$ cat src/rtl/vga_pkg.sv
// Shared VGA timing constants and sizing helpers.
// Holds the 800x600@60 and 640x480@60 timings plus total/width functions.
package vga_pkg;

    // 800x600@60 (40 MHz pixel clock)
    localparam int unsigned SVGA_H_ACTIVE = 800;
    localparam int unsigned SVGA_H_FP     = 40;
    localparam int unsigned SVGA_H_SW     = 128;
    localparam int unsigned SVGA_H_BP     = 88;
    localparam int unsigned SVGA_V_ACTIVE = 600;
    localparam int unsigned SVGA_V_FP     = 1;
    localparam int unsigned SVGA_V_SW     = 4;
    localparam int unsigned SVGA_V_BP     = 23;

    // 640x480@60 (25.175 MHz pixel clock)
    localparam int unsigned VGA_H_ACTIVE = 640;
    localparam int unsigned VGA_H_FP     = 16;
    localparam int unsigned VGA_H_SW     = 96;
    localparam int unsigned VGA_H_BP     = 48;
    localparam int unsigned VGA_V_ACTIVE = 480;
    localparam int unsigned VGA_V_FP     = 10;
    localparam int unsigned VGA_V_SW     = 2;
    localparam int unsigned VGA_V_BP     = 33;

    function automatic int unsigned h_total(input int unsigned active, input int unsigned fp,
                                            input int unsigned sw, input int unsigned bp);
        return active + fp + sw + bp;
    endfunction

    function automatic int unsigned v_total(input int unsigned active, input int unsigned fp,
                                            input int unsigned sw, input int unsigned bp);
        return active + fp + sw + bp;
    endfunction

    // Width of a counter spanning 0..total-1, never narrower than one bit.
    function automatic int unsigned count_w(input int unsigned total);
        return (total > 1) ? $clog2(total) : 1;
    endfunction

endpackage

$ cat src/rtl/vga_stream_timing_if.sv
// Pixel-word stream between the framebuffer reader (master) and the timing block (slave).
interface vga_stream_timing_if #(
    parameter int unsigned WORD_W = 16
) ();

    logic [WORD_W-1:0] word_data;
    logic              word_valid;
    logic              word_ready;

    modport master (output word_data, output word_valid, input word_ready);
    modport slave  (input word_data, input word_valid, output word_ready);

endinterface

$ cat src/rtl/pixel_serializer.sv
// Prefetch register plus shift register turning pixel words into a pixel stream.
// Define VGA_PIXEL_DOUBLE_EN to hold each source pixel for two active cycles.
module pixel_serializer
    import vga_pkg::*;
#(
    parameter int unsigned WORD_W   = 16,
    parameter int unsigned BPP      = 1,
    parameter int unsigned H_ACTIVE = SVGA_H_ACTIVE,
    parameter int unsigned HCW      = 11
) (
    input  logic               clk_i,
    input  logic               rst_i,
    vga_stream_timing_if.slave word_if,
    input  logic               active_i,
    input  logic               frame_start_i,
    input  logic [HCW-1:0]     hc_i,
    output logic [BPP-1:0]     pixel_o,
    output logic               underrun_o
);

    localparam int unsigned PPW = WORD_W / BPP;
`ifdef VGA_PIXEL_DOUBLE_EN
    localparam int unsigned LOAD_PERIOD = 2 * PPW;
`else
    localparam int unsigned LOAD_PERIOD = PPW;
`endif

    if (WORD_W % BPP != 0) begin : g_bad_bpp
        $error("WORD_W must be a multiple of BPP");
    end
    if (H_ACTIVE % LOAD_PERIOD != 0) begin : g_bad_h_active
        $error("H_ACTIVE must be a multiple of the pixels consumed per word");
    end

    logic [WORD_W-1:0] next_word_q, next_word_d;
    logic              next_full_q, next_full_d;
    logic [WORD_W-1:0] shreg_q, shreg_d;
    logic [BPP-1:0]    pixel_q, pixel_d;
    logic              underrun_q, underrun_d;
`ifdef VGA_PIXEL_DOUBLE_EN
    logic              hold_q, hold_d;
`endif
    logic [WORD_W-1:0] fetched;
    logic              xfer;
    logic              load;

    assign word_if.word_ready = !next_full_q && !rst_i;

    always_comb begin
        xfer        = word_if.word_valid && !next_full_q && !rst_i;
        load        = active_i && ((32'(hc_i) % LOAD_PERIOD) == 0);
        fetched     = next_full_q ? next_word_q : '0;
        next_word_d = next_word_q;
        next_full_d = next_full_q;
        shreg_d     = shreg_q;
        pixel_d     = '0;
        underrun_d  = underrun_q && !frame_start_i;
`ifdef VGA_PIXEL_DOUBLE_EN
        hold_d      = hold_q;
`endif
        if (load) begin
            pixel_d     = fetched[WORD_W-1 -: BPP];
            next_full_d = 1'b0;
            if (!next_full_q) begin
                underrun_d = 1'b1;
            end
`ifdef VGA_PIXEL_DOUBLE_EN
            shreg_d = fetched;
            hold_d  = 1'b1;
`else
            shreg_d = fetched << BPP;
`endif
        end else if (active_i) begin
            pixel_d = shreg_q[WORD_W-1 -: BPP];
`ifdef VGA_PIXEL_DOUBLE_EN
            // Shift only after the second cycle of each held pixel.
            if (hold_q) begin
                shreg_d = shreg_q << BPP;
            end
            hold_d = !hold_q;
`else
            shreg_d = shreg_q << BPP;
`endif
        end
        // A transfer can only coincide with an underrun load, and it must win.
        if (xfer) begin
            next_word_d = word_if.word_data;
            next_full_d = 1'b1;
        end
    end

    always_ff @(posedge clk_i) begin
        if (rst_i) begin
            next_word_q <= '0;
            next_full_q <= 1'b0;
            shreg_q     <= '0;
            pixel_q     <= '0;
            underrun_q  <= 1'b0;
`ifdef VGA_PIXEL_DOUBLE_EN
            hold_q      <= 1'b0;
`endif
        end else begin
            next_word_q <= next_word_d;
            next_full_q <= next_full_d;
            shreg_q     <= shreg_d;
            pixel_q     <= pixel_d;
            underrun_q  <= underrun_d;
`ifdef VGA_PIXEL_DOUBLE_EN
            hold_q      <= hold_d;
`endif
        end
    end

    assign pixel_o    = pixel_q;
    assign underrun_o = underrun_q;

endmodule

$ cat src/rtl/vga_stream_timing.sv
// Parametrised VGA timing generator fed by a valid/ready pixel-word stream.
// Define VGA_PIXEL_DOUBLE_EN to show every source pixel for two active cycles.
module vga_stream_timing
    import vga_pkg::*;
#(
    parameter int unsigned H_ACTIVE  = SVGA_H_ACTIVE,
    parameter int unsigned H_FP      = SVGA_H_FP,
    parameter int unsigned H_SW      = SVGA_H_SW,
    parameter int unsigned H_BP      = SVGA_H_BP,
    parameter int unsigned V_ACTIVE  = SVGA_V_ACTIVE,
    parameter int unsigned V_FP      = SVGA_V_FP,
    parameter int unsigned V_SW      = SVGA_V_SW,
    parameter int unsigned V_BP      = SVGA_V_BP,
    parameter bit          HSYNC_POL = 1'b1,
    parameter bit          VSYNC_POL = 1'b1,
    parameter int unsigned WORD_W    = 16,
    parameter int unsigned BPP       = 1,
    localparam int unsigned H_TOTAL  = h_total(H_ACTIVE, H_FP, H_SW, H_BP),
    localparam int unsigned V_TOTAL  = v_total(V_ACTIVE, V_FP, V_SW, V_BP),
    localparam int unsigned HCW      = count_w(H_TOTAL),
    localparam int unsigned VCW      = count_w(V_TOTAL)
) (
    input  logic               CLK_VGA,
    input  logic               reset,
    vga_stream_timing_if.slave word_if,
    output logic [BPP-1:0]     pixel,
    output logic               h_sync,
    output logic               v_sync,
    output logic               de,
    output logic [HCW-1:0]     h_count,
    output logic [VCW-1:0]     v_count,
    output logic               end_of_line,
    output logic               end_of_frame,
    output logic               underrun
);

    logic [HCW-1:0] hc_q, hc_d, h_count_q;
    logic [VCW-1:0] vc_q, vc_d, v_count_q;
    logic           h_sync_q, h_sync_d;
    logic           v_sync_q, v_sync_d;
    logic           de_q, de_d;
    logic           eol_q, eol_d;
    logic           eof_q, eof_d;
    logic           line_last, frame_last, active, frame_start;

    always_comb begin
        line_last   = (32'(hc_q) == H_TOTAL - 1);
        frame_last  = (32'(vc_q) == V_TOTAL - 1);
        active      = (32'(hc_q) < H_ACTIVE) && (32'(vc_q) < V_ACTIVE);
        frame_start = (hc_q == '0) && (vc_q == '0);

        hc_d = line_last ? '0 : hc_q + HCW'(1);
        vc_d = vc_q;
        if (line_last) begin
            vc_d = frame_last ? '0 : vc_q + VCW'(1);
        end

        h_sync_d = ((32'(hc_q) >= H_ACTIVE + H_FP) && (32'(hc_q) < H_ACTIVE + H_FP + H_SW))
                   ? HSYNC_POL : ~HSYNC_POL;
        v_sync_d = ((32'(vc_q) >= V_ACTIVE + V_FP) && (32'(vc_q) < V_ACTIVE + V_FP + V_SW))
                   ? VSYNC_POL : ~VSYNC_POL;
        de_d     = active;
        eol_d    = line_last;
        eof_d    = line_last && frame_last;
    end

    // Outputs describe the counter state of the previous cycle.
    always_ff @(posedge CLK_VGA) begin
        if (reset) begin
            hc_q      <= '0;
            vc_q      <= '0;
            h_count_q <= '0;
            v_count_q <= '0;
            h_sync_q  <= ~HSYNC_POL;
            v_sync_q  <= ~VSYNC_POL;
            de_q      <= 1'b0;
            eol_q     <= 1'b0;
            eof_q     <= 1'b0;
        end else begin
            hc_q      <= hc_d;
            vc_q      <= vc_d;
            h_count_q <= hc_q;
            v_count_q <= vc_q;
            h_sync_q  <= h_sync_d;
            v_sync_q  <= v_sync_d;
            de_q      <= de_d;
            eol_q     <= eol_d;
            eof_q     <= eof_d;
        end
    end

    pixel_serializer #(
        .WORD_W   (WORD_W),
        .BPP      (BPP),
        .H_ACTIVE (H_ACTIVE),
        .HCW      (HCW)
    ) u_serializer (
        .clk_i         (CLK_VGA),
        .rst_i         (reset),
        .word_if       (word_if),
        .active_i      (active),
        .frame_start_i (frame_start),
        .hc_i          (hc_q),
        .pixel_o       (pixel),
        .underrun_o    (underrun)
    );

    assign h_sync       = h_sync_q;
    assign v_sync       = v_sync_q;
    assign de           = de_q;
    assign h_count      = h_count_q;
    assign v_count      = v_count_q;
    assign end_of_line  = eol_q;
    assign end_of_frame = eof_q;

endmodule
$ cat src/flat_wrapper.sv
// flat-port wrapper written by rule: the top's interface ports become plain ports
module vga_stream_timing_flat import vga_pkg::*;
#(
    parameter int unsigned H_ACTIVE  = SVGA_H_ACTIVE,
    parameter int unsigned H_FP      = SVGA_H_FP,
    parameter int unsigned H_SW      = SVGA_H_SW,
    parameter int unsigned H_BP      = SVGA_H_BP,
    parameter int unsigned V_ACTIVE  = SVGA_V_ACTIVE,
    parameter int unsigned V_FP      = SVGA_V_FP,
    parameter int unsigned V_SW      = SVGA_V_SW,
    parameter int unsigned V_BP      = SVGA_V_BP,
    parameter bit          HSYNC_POL = 1'b1,
    parameter bit          VSYNC_POL = 1'b1,
    parameter int unsigned WORD_W    = 16,
    parameter int unsigned BPP       = 1,
    localparam int unsigned H_TOTAL  = h_total(H_ACTIVE, H_FP, H_SW, H_BP),
    localparam int unsigned V_TOTAL  = v_total(V_ACTIVE, V_FP, V_SW, V_BP),
    localparam int unsigned HCW      = count_w(H_TOTAL),
    localparam int unsigned VCW      = count_w(V_TOTAL)
)
  (CLK_VGA, reset, pixel, h_sync, v_sync, de, h_count, v_count, end_of_line, end_of_frame, underrun, word_if_word_data, word_if_word_valid, word_if_word_ready);
  vga_stream_timing_if #(.WORD_W(WORD_W)) word_if_i ();
  input  logic CLK_VGA;
  input  logic reset;
  output logic [BPP-1:0] pixel;
  output logic h_sync;
  output logic v_sync;
  output logic de;
  output logic [HCW-1:0] h_count;
  output logic [VCW-1:0] v_count;
  output logic end_of_line;
  output logic end_of_frame;
  output logic underrun;
  input wire logic [$bits(word_if_i.word_data)-1:0] word_if_word_data;
  input wire logic [$bits(word_if_i.word_valid)-1:0] word_if_word_valid;
  output wire logic [$bits(word_if_i.word_ready)-1:0] word_if_word_ready;
  assign word_if_i.word_data = word_if_word_data;
  assign word_if_i.word_valid = word_if_word_valid;
  assign word_if_word_ready = word_if_i.word_ready;
  vga_stream_timing #(.H_ACTIVE(H_ACTIVE), .H_FP(H_FP), .H_SW(H_SW), .H_BP(H_BP), .V_ACTIVE(V_ACTIVE), .V_FP(V_FP), .V_SW(V_SW), .V_BP(V_BP), .HSYNC_POL(HSYNC_POL), .VSYNC_POL(VSYNC_POL), .WORD_W(WORD_W), .BPP(BPP)) u_core (.CLK_VGA(CLK_VGA), .reset(reset), .word_if(word_if_i), .pixel(pixel), .h_sync(h_sync), .v_sync(v_sync), .de(de), .h_count(h_count), .v_count(v_count), .end_of_line(end_of_line), .end_of_frame(end_of_frame), .underrun(underrun));
endmodule
$ cat config.mk
export PLATFORM = sky130hd
export DESIGN_NAME = vga_stream_timing_flat
export DESIGN_NICKNAME = d
export VERILOG_FILES = /design/src/rtl/vga_pkg.sv /design/src/rtl/vga_stream_timing_if.sv /design/src/rtl/pixel_serializer.sv /design/src/rtl/vga_stream_timing.sv /design/src/flat_wrapper.sv
export SDC_FILE = /design/constraint.sdc
export NUM_CORES = 1
export LEC_CHECK = 0
export ABC_AREA = 1
export CAP_MARGIN = 25
export CORE_MARGIN = 2
export CORE_UTILIZATION = 45
export DETAILED_ROUTE_END_ITERATION = 6
export PLACE_DENSITY = 0.68
export SYNTH_ARGS = -nofsm -noshare
export SYNTH_HDL_FRONTEND = slang
export SYNTH_SLANG_ARGS = --single-unit
$ cat constraint.sdc
create_clock -name CLK_VGA -period 3.6 [get_ports CLK_VGA]
set_clock_uncertainty 0.05 [all_clocks]
set_input_delay 0.72 -clock CLK_VGA [delete_from_list [all_inputs] [get_ports CLK_VGA]]
set_output_delay 0.72 -clock CLK_VGA [all_outputs]
set_load 0.02 [all_outputs]
* After elaboration in Yosys (flattened, before gate mapping)
Index checks and enable logic that the tools add are counted.
Word-level totals: RAM bits 0, output and inout bits 29, latch bits 0, register bits after elaboration 81, bits in read-only memories 0, word-level logic and storage cells 55, memories kept 0
Cells by class: div/mod/pow operators 0, reductions and logical operators 19, bitwise operators 0, equal/unequal tests 2, multiply operators 0, add/subtract/negate cells 2, magnitude comparators 6, shift operators 0, mux-type cells 12
Operator list (count):
- 16-bit 2-to-1 mux | 3
- 32-bit zero test | 1
- 11-bit by 10-bit < comparator with 1-bit output (second input constant) | 2
- 10-bit < comparator (second input constant) | 2
- 11-bit by 1-bit adder with 11-bit output (second input constant) | 1
- 11-bit == test (second input constant) | 1
- 11-bit by 10-bit >= comparator with 1-bit output (second input constant) | 1
- 11-bit zero test | 1
- 10-bit by 1-bit adder with 10-bit output (second input constant) | 1
- 10-bit == test (second input constant) | 1
- 10-bit >= comparator (second input constant) | 1
- 1-bit logical AND | 10
- 10-bit zero test | 1
- 10-bit 2-to-1 mux | 1
- 1-bit 2-to-1 mux | 8
- 2-bit nonzero test | 2
- 1-bit zero test | 3
- 2-bit OR reduction | 1

* Longest topological paths before layout
depth after elaboration 6, depth in mapped cells 10, gate-level depth less buffers 9

* Hierarchy
Synthesis repeated with hierarchy kept, for this count alone.
Second synthesis, totals: cells, all modules 478, area total of the unflattened synthesis 3563.4 µm²
Modules (own cells, without submodules):
- vga_stream_timing | cells each 266, area an instance 1965.6 µm², sequential area each 940.9 µm², instances 1
- pixel_serializer | cells each 212, area an instance 1597.8 µm², sequential area each 680.7 µm², instances 1

* Worst setup path before layout
No wires, ideal clock.
path kind input to output, from input reset, to output word_if_word_ready, required time 2830 ps, setup slack 1886 ps, cell stages on the path 1, buffers on the path 0, data arrival time 944 ps, cell sequence nor2_2
Between the ends: cells in the longest elaborated chain, start to end 2
Ends and longest elaborated chain:
- from (decl) | RTL line flat_wrapper.sv:24 | input logic reset;
- 1-bit zero test | RTL line pixel_serializer.sv:47 | assign word_if.word_ready = !next_full_q && !rst_i;
- 1-bit logical AND | RTL line pixel_serializer.sv:47
- to (decl) | RTL line flat_wrapper.sv:36 | output wire logic [$bits(word_if_i.word_ready)-1:0] word_if_word_ready;
No other way between the ends.

* Worst setup path in the final report
Same ends and word-level chain as after synthesis.

==> impl_results.md <==
- Status: completed
- CP Data Arrival Time: 2.03 ns
- #FFs+latches synth: 81
- Post-Syn Nets: 488
- Hpwl dp: 4660 um
- Fin. Hold Viols: 0
- Htree depth: 3
- Predominant post-synthesis flop cell: dfxtp_1
- CTS max path bufs: 2
- Setup Crit Path Kind: in2out
- Width of the die: 90.5 um
- Register area share after synthesis: between 40 and 50%
- CP peak stage delay: 0.64 ns
- Worst endpoint required time: 2.83 ns
- Clock Pin Slew Worst Setup and Hold Paths: 0.08 ns
- Hold buffer count at cts: 0
- Buffers and inverters on the worst path: 2
- CP top delay family: buffers and inverters
- Number of global-route vias before repair: between 2,000 and 3,000
- Max Clk Rate: 357 MHz
- Initial DRC Count: 102
- CTS tree: done
- Yosys warns: 0
- WHS: between 0.4 and 0.5 ns
- Io pins: 48
- Leak Pwr: 1.65 nW
- Vias post-DR: 2,916
- Drt drc: 0
- Post-synth EDFFs: 0
- Die H: 90.5 um
- Pre-CTS setup slack: 0.820 ns
- Async SR Flop Fraction: 0%
- Syn Area/Cell: 7.26 sq um
- GP Congestion: 0.799
- Initial antenna violation count: 0
- CP startpoint kind: input port
- Mapped Area: 3370 sq um
- Die area: 8190 sq um
- Final worst setup slack: 0.803 ns
- P&R area growth vs syn: 21.7%
- Slew headroom: 38.0%
- Largest fanout on the critical path: 3
- DR vias/cell: 4.77
- Port Buffers: 47
- Synth cell types: 30
- Largest net degree at the start of global routing: 33
- Routed len/inst: 10.9 um
- Period utilization: roughly 78%
- Drt first pass iters: 4
- # nets final: ~530
- Aggregate global-route resource usage: 17.1%
- Hold crit path type: reg2reg
- Cells after Synth: ~460
- Root Driver: clkbuf_8
- Fin Setup TNS: 0 ns
- Congestion Overflow GR: 0
- Setup slack, reg-to-reg: 1.46 ns
- CP most frequent cell: clkdlybuf4s50_1
- RSZ-0062 raised after global routing: false
- Most common cell in the netlist: nand2_1
- Worst Max-Slew Pin Slew: 0.927 ns
- Layout fillers: 728
- Max Slew Vio Count: 0
- Clock Sinks: 81
- Worst skew pair latency: 0.34 ns
- Setup Fix Bufs, Post-CTS: 0
- PwrDens: around 440 nW/um^2
- Core area: 7250 sq um
- CTS Buf Count: 9
- Resized Gates After CTS: 0
- Peak VDD IR: 0.194 mV
- Fin crit period: 2.80 ns
- First-pass GRT wire length: 11,500 um
- Initial Utilization: 46.4%
- Most common library cells after synthesis: nand2_1, dfxtp_1, nor2_1
- Yosys top cell area share: 48.2%
- Max-Cap Viols: 0
- Share of cells above drive strength 1: under 10%
- Util after Layout: 56.5%
- Antenna fix cells: 0
- Routed WL: 6680 um
- Post-route ant nets: 0
- Slowest CP cell: clkdlybuf4s50_1
- Total power: ~1.8 mW
- Synth area leader: dfxtp_1
- Count of standard-cell rows: 31
- Top post-synthesis cells by area: dfxtp_1, nand2_1, nor2_1, nand3_1, inv_1
- Crit path capture type: output pin
- Worst-path cell chain: clkdlybuf4s50_1 > nor2_2 > clkdlybuf4s50_1
- Count of final setup violators: 0
cell families after synthesis:
group	share of synthesized area, %
buffers and inverters	8.66
and+or+nand+nor	35.1
DFF	48.2
adders and majority gates	1.86
AOI/OAI and AO/OA	6.21
placed cells by master (no fill, tap or decap), types with 2 or more instances in the layout:
cell	instances
nand2_1	112
dfxtp_1	81
nor2_1	78
clkdlybuf4s50_1	47
nand3_1	45
inv_1	44
o21ai_0	22
a21oi_1	15
nor3_1	11
clkbuf_8	10
nand4_1	8
nand2_2	5
ha_1	5
nor2_2	3
inv_2	3
buf_4	3
nor3_2	2
nand3_2	2
clkbuf_1	2
bufinv_16	2
area by class of cell:
class	instances	area, sq um	share of cell area (%)
Clock inverter	4	76.3	1.86
Tap cell	99	124	3.02
Inverter	49	185	4.52
Multi-Input combinational cell	316	1450	35.5
Sequential cell	81	1620	39.6
Clock buffer	12	145	3.54
Timing Repair Buffer	50	493	12.0
per-stage QoR:
stage,std cells,area [sq um]
2_1_floorplan,464,3370
3_3_place_gp,595,3880
3_5_place_dp,595,3880
4_1_cts,611,4100
5_1_grt,611,4100
6_report,611,4100
path summary, 6_finish.rpt:
kind,from,endpoint,cells past startpoint
setup / recovery,reset,word_if_word_ready,3
hold / removal,u_core.u_serializer.next_word_q[11]$_SDFFE_PP0P_,u_core.u_serializer.next_word_q[11]$_SDFFE_PP0P_,2
setup reg to reg,u_core.hc_q[0]$_SDFF_PP0_,u_core.u_serializer.shreg_q[15]$_SDFFE_PP0P_,9
hold reg to reg,u_core.u_serializer.next_word_q[11]$_SDFFE_PP0P_,u_core.u_serializer.next_word_q[11]$_SDFFE_PP0P_,2
sequential cells by signal, summed over array words and instances (netlist names):
signal,flops
u_core.u_serializer.next_word_q,16
u_core.u_serializer.shreg_q,15
u_core.h_count,11
u_core.hc_q,11
u_core.v_count,10
u_core.vc_q,10
u_core.de,1
u_core.end_of_frame,1
u_core.end_of_line,1
u_core.h_sync,1
u_core.u_serializer.next_full_q,1
u_core.u_serializer.pixel_o,1
u_core.u_serializer.underrun_o,1
u_core.v_sync,1
worst reg2reg max path: stages, from the launching register on:
cell     delay (ns)
dfxtp_1        0.35
inv_1          0.09
ha_1           0.14
nand2_1        0.05
nor2_1         0.70
buf_4          0.33
nand3_1        0.08
o21ai_0        0.10
nor2_1         0.07
nor2_1         0.12
routing by layer:
layer  GRT usage [%]  up-vias  part of all wire, %
met5               0        -                    0
met3            4.09        4                  4.9
li1                -     1557                    -
met2            27.5       70                   46
met1            22.5     1285                   48
met4            6.15        0                 0.94
power breakdown:
group,internal (mW),switching [mW]
Combinational,0.0510,0.0690
Sequential,0.920,0.0197
Clock,0.412,0.312
Total,1.38,0.401
No activity file was read; power rests on OpenSTA's default activity.
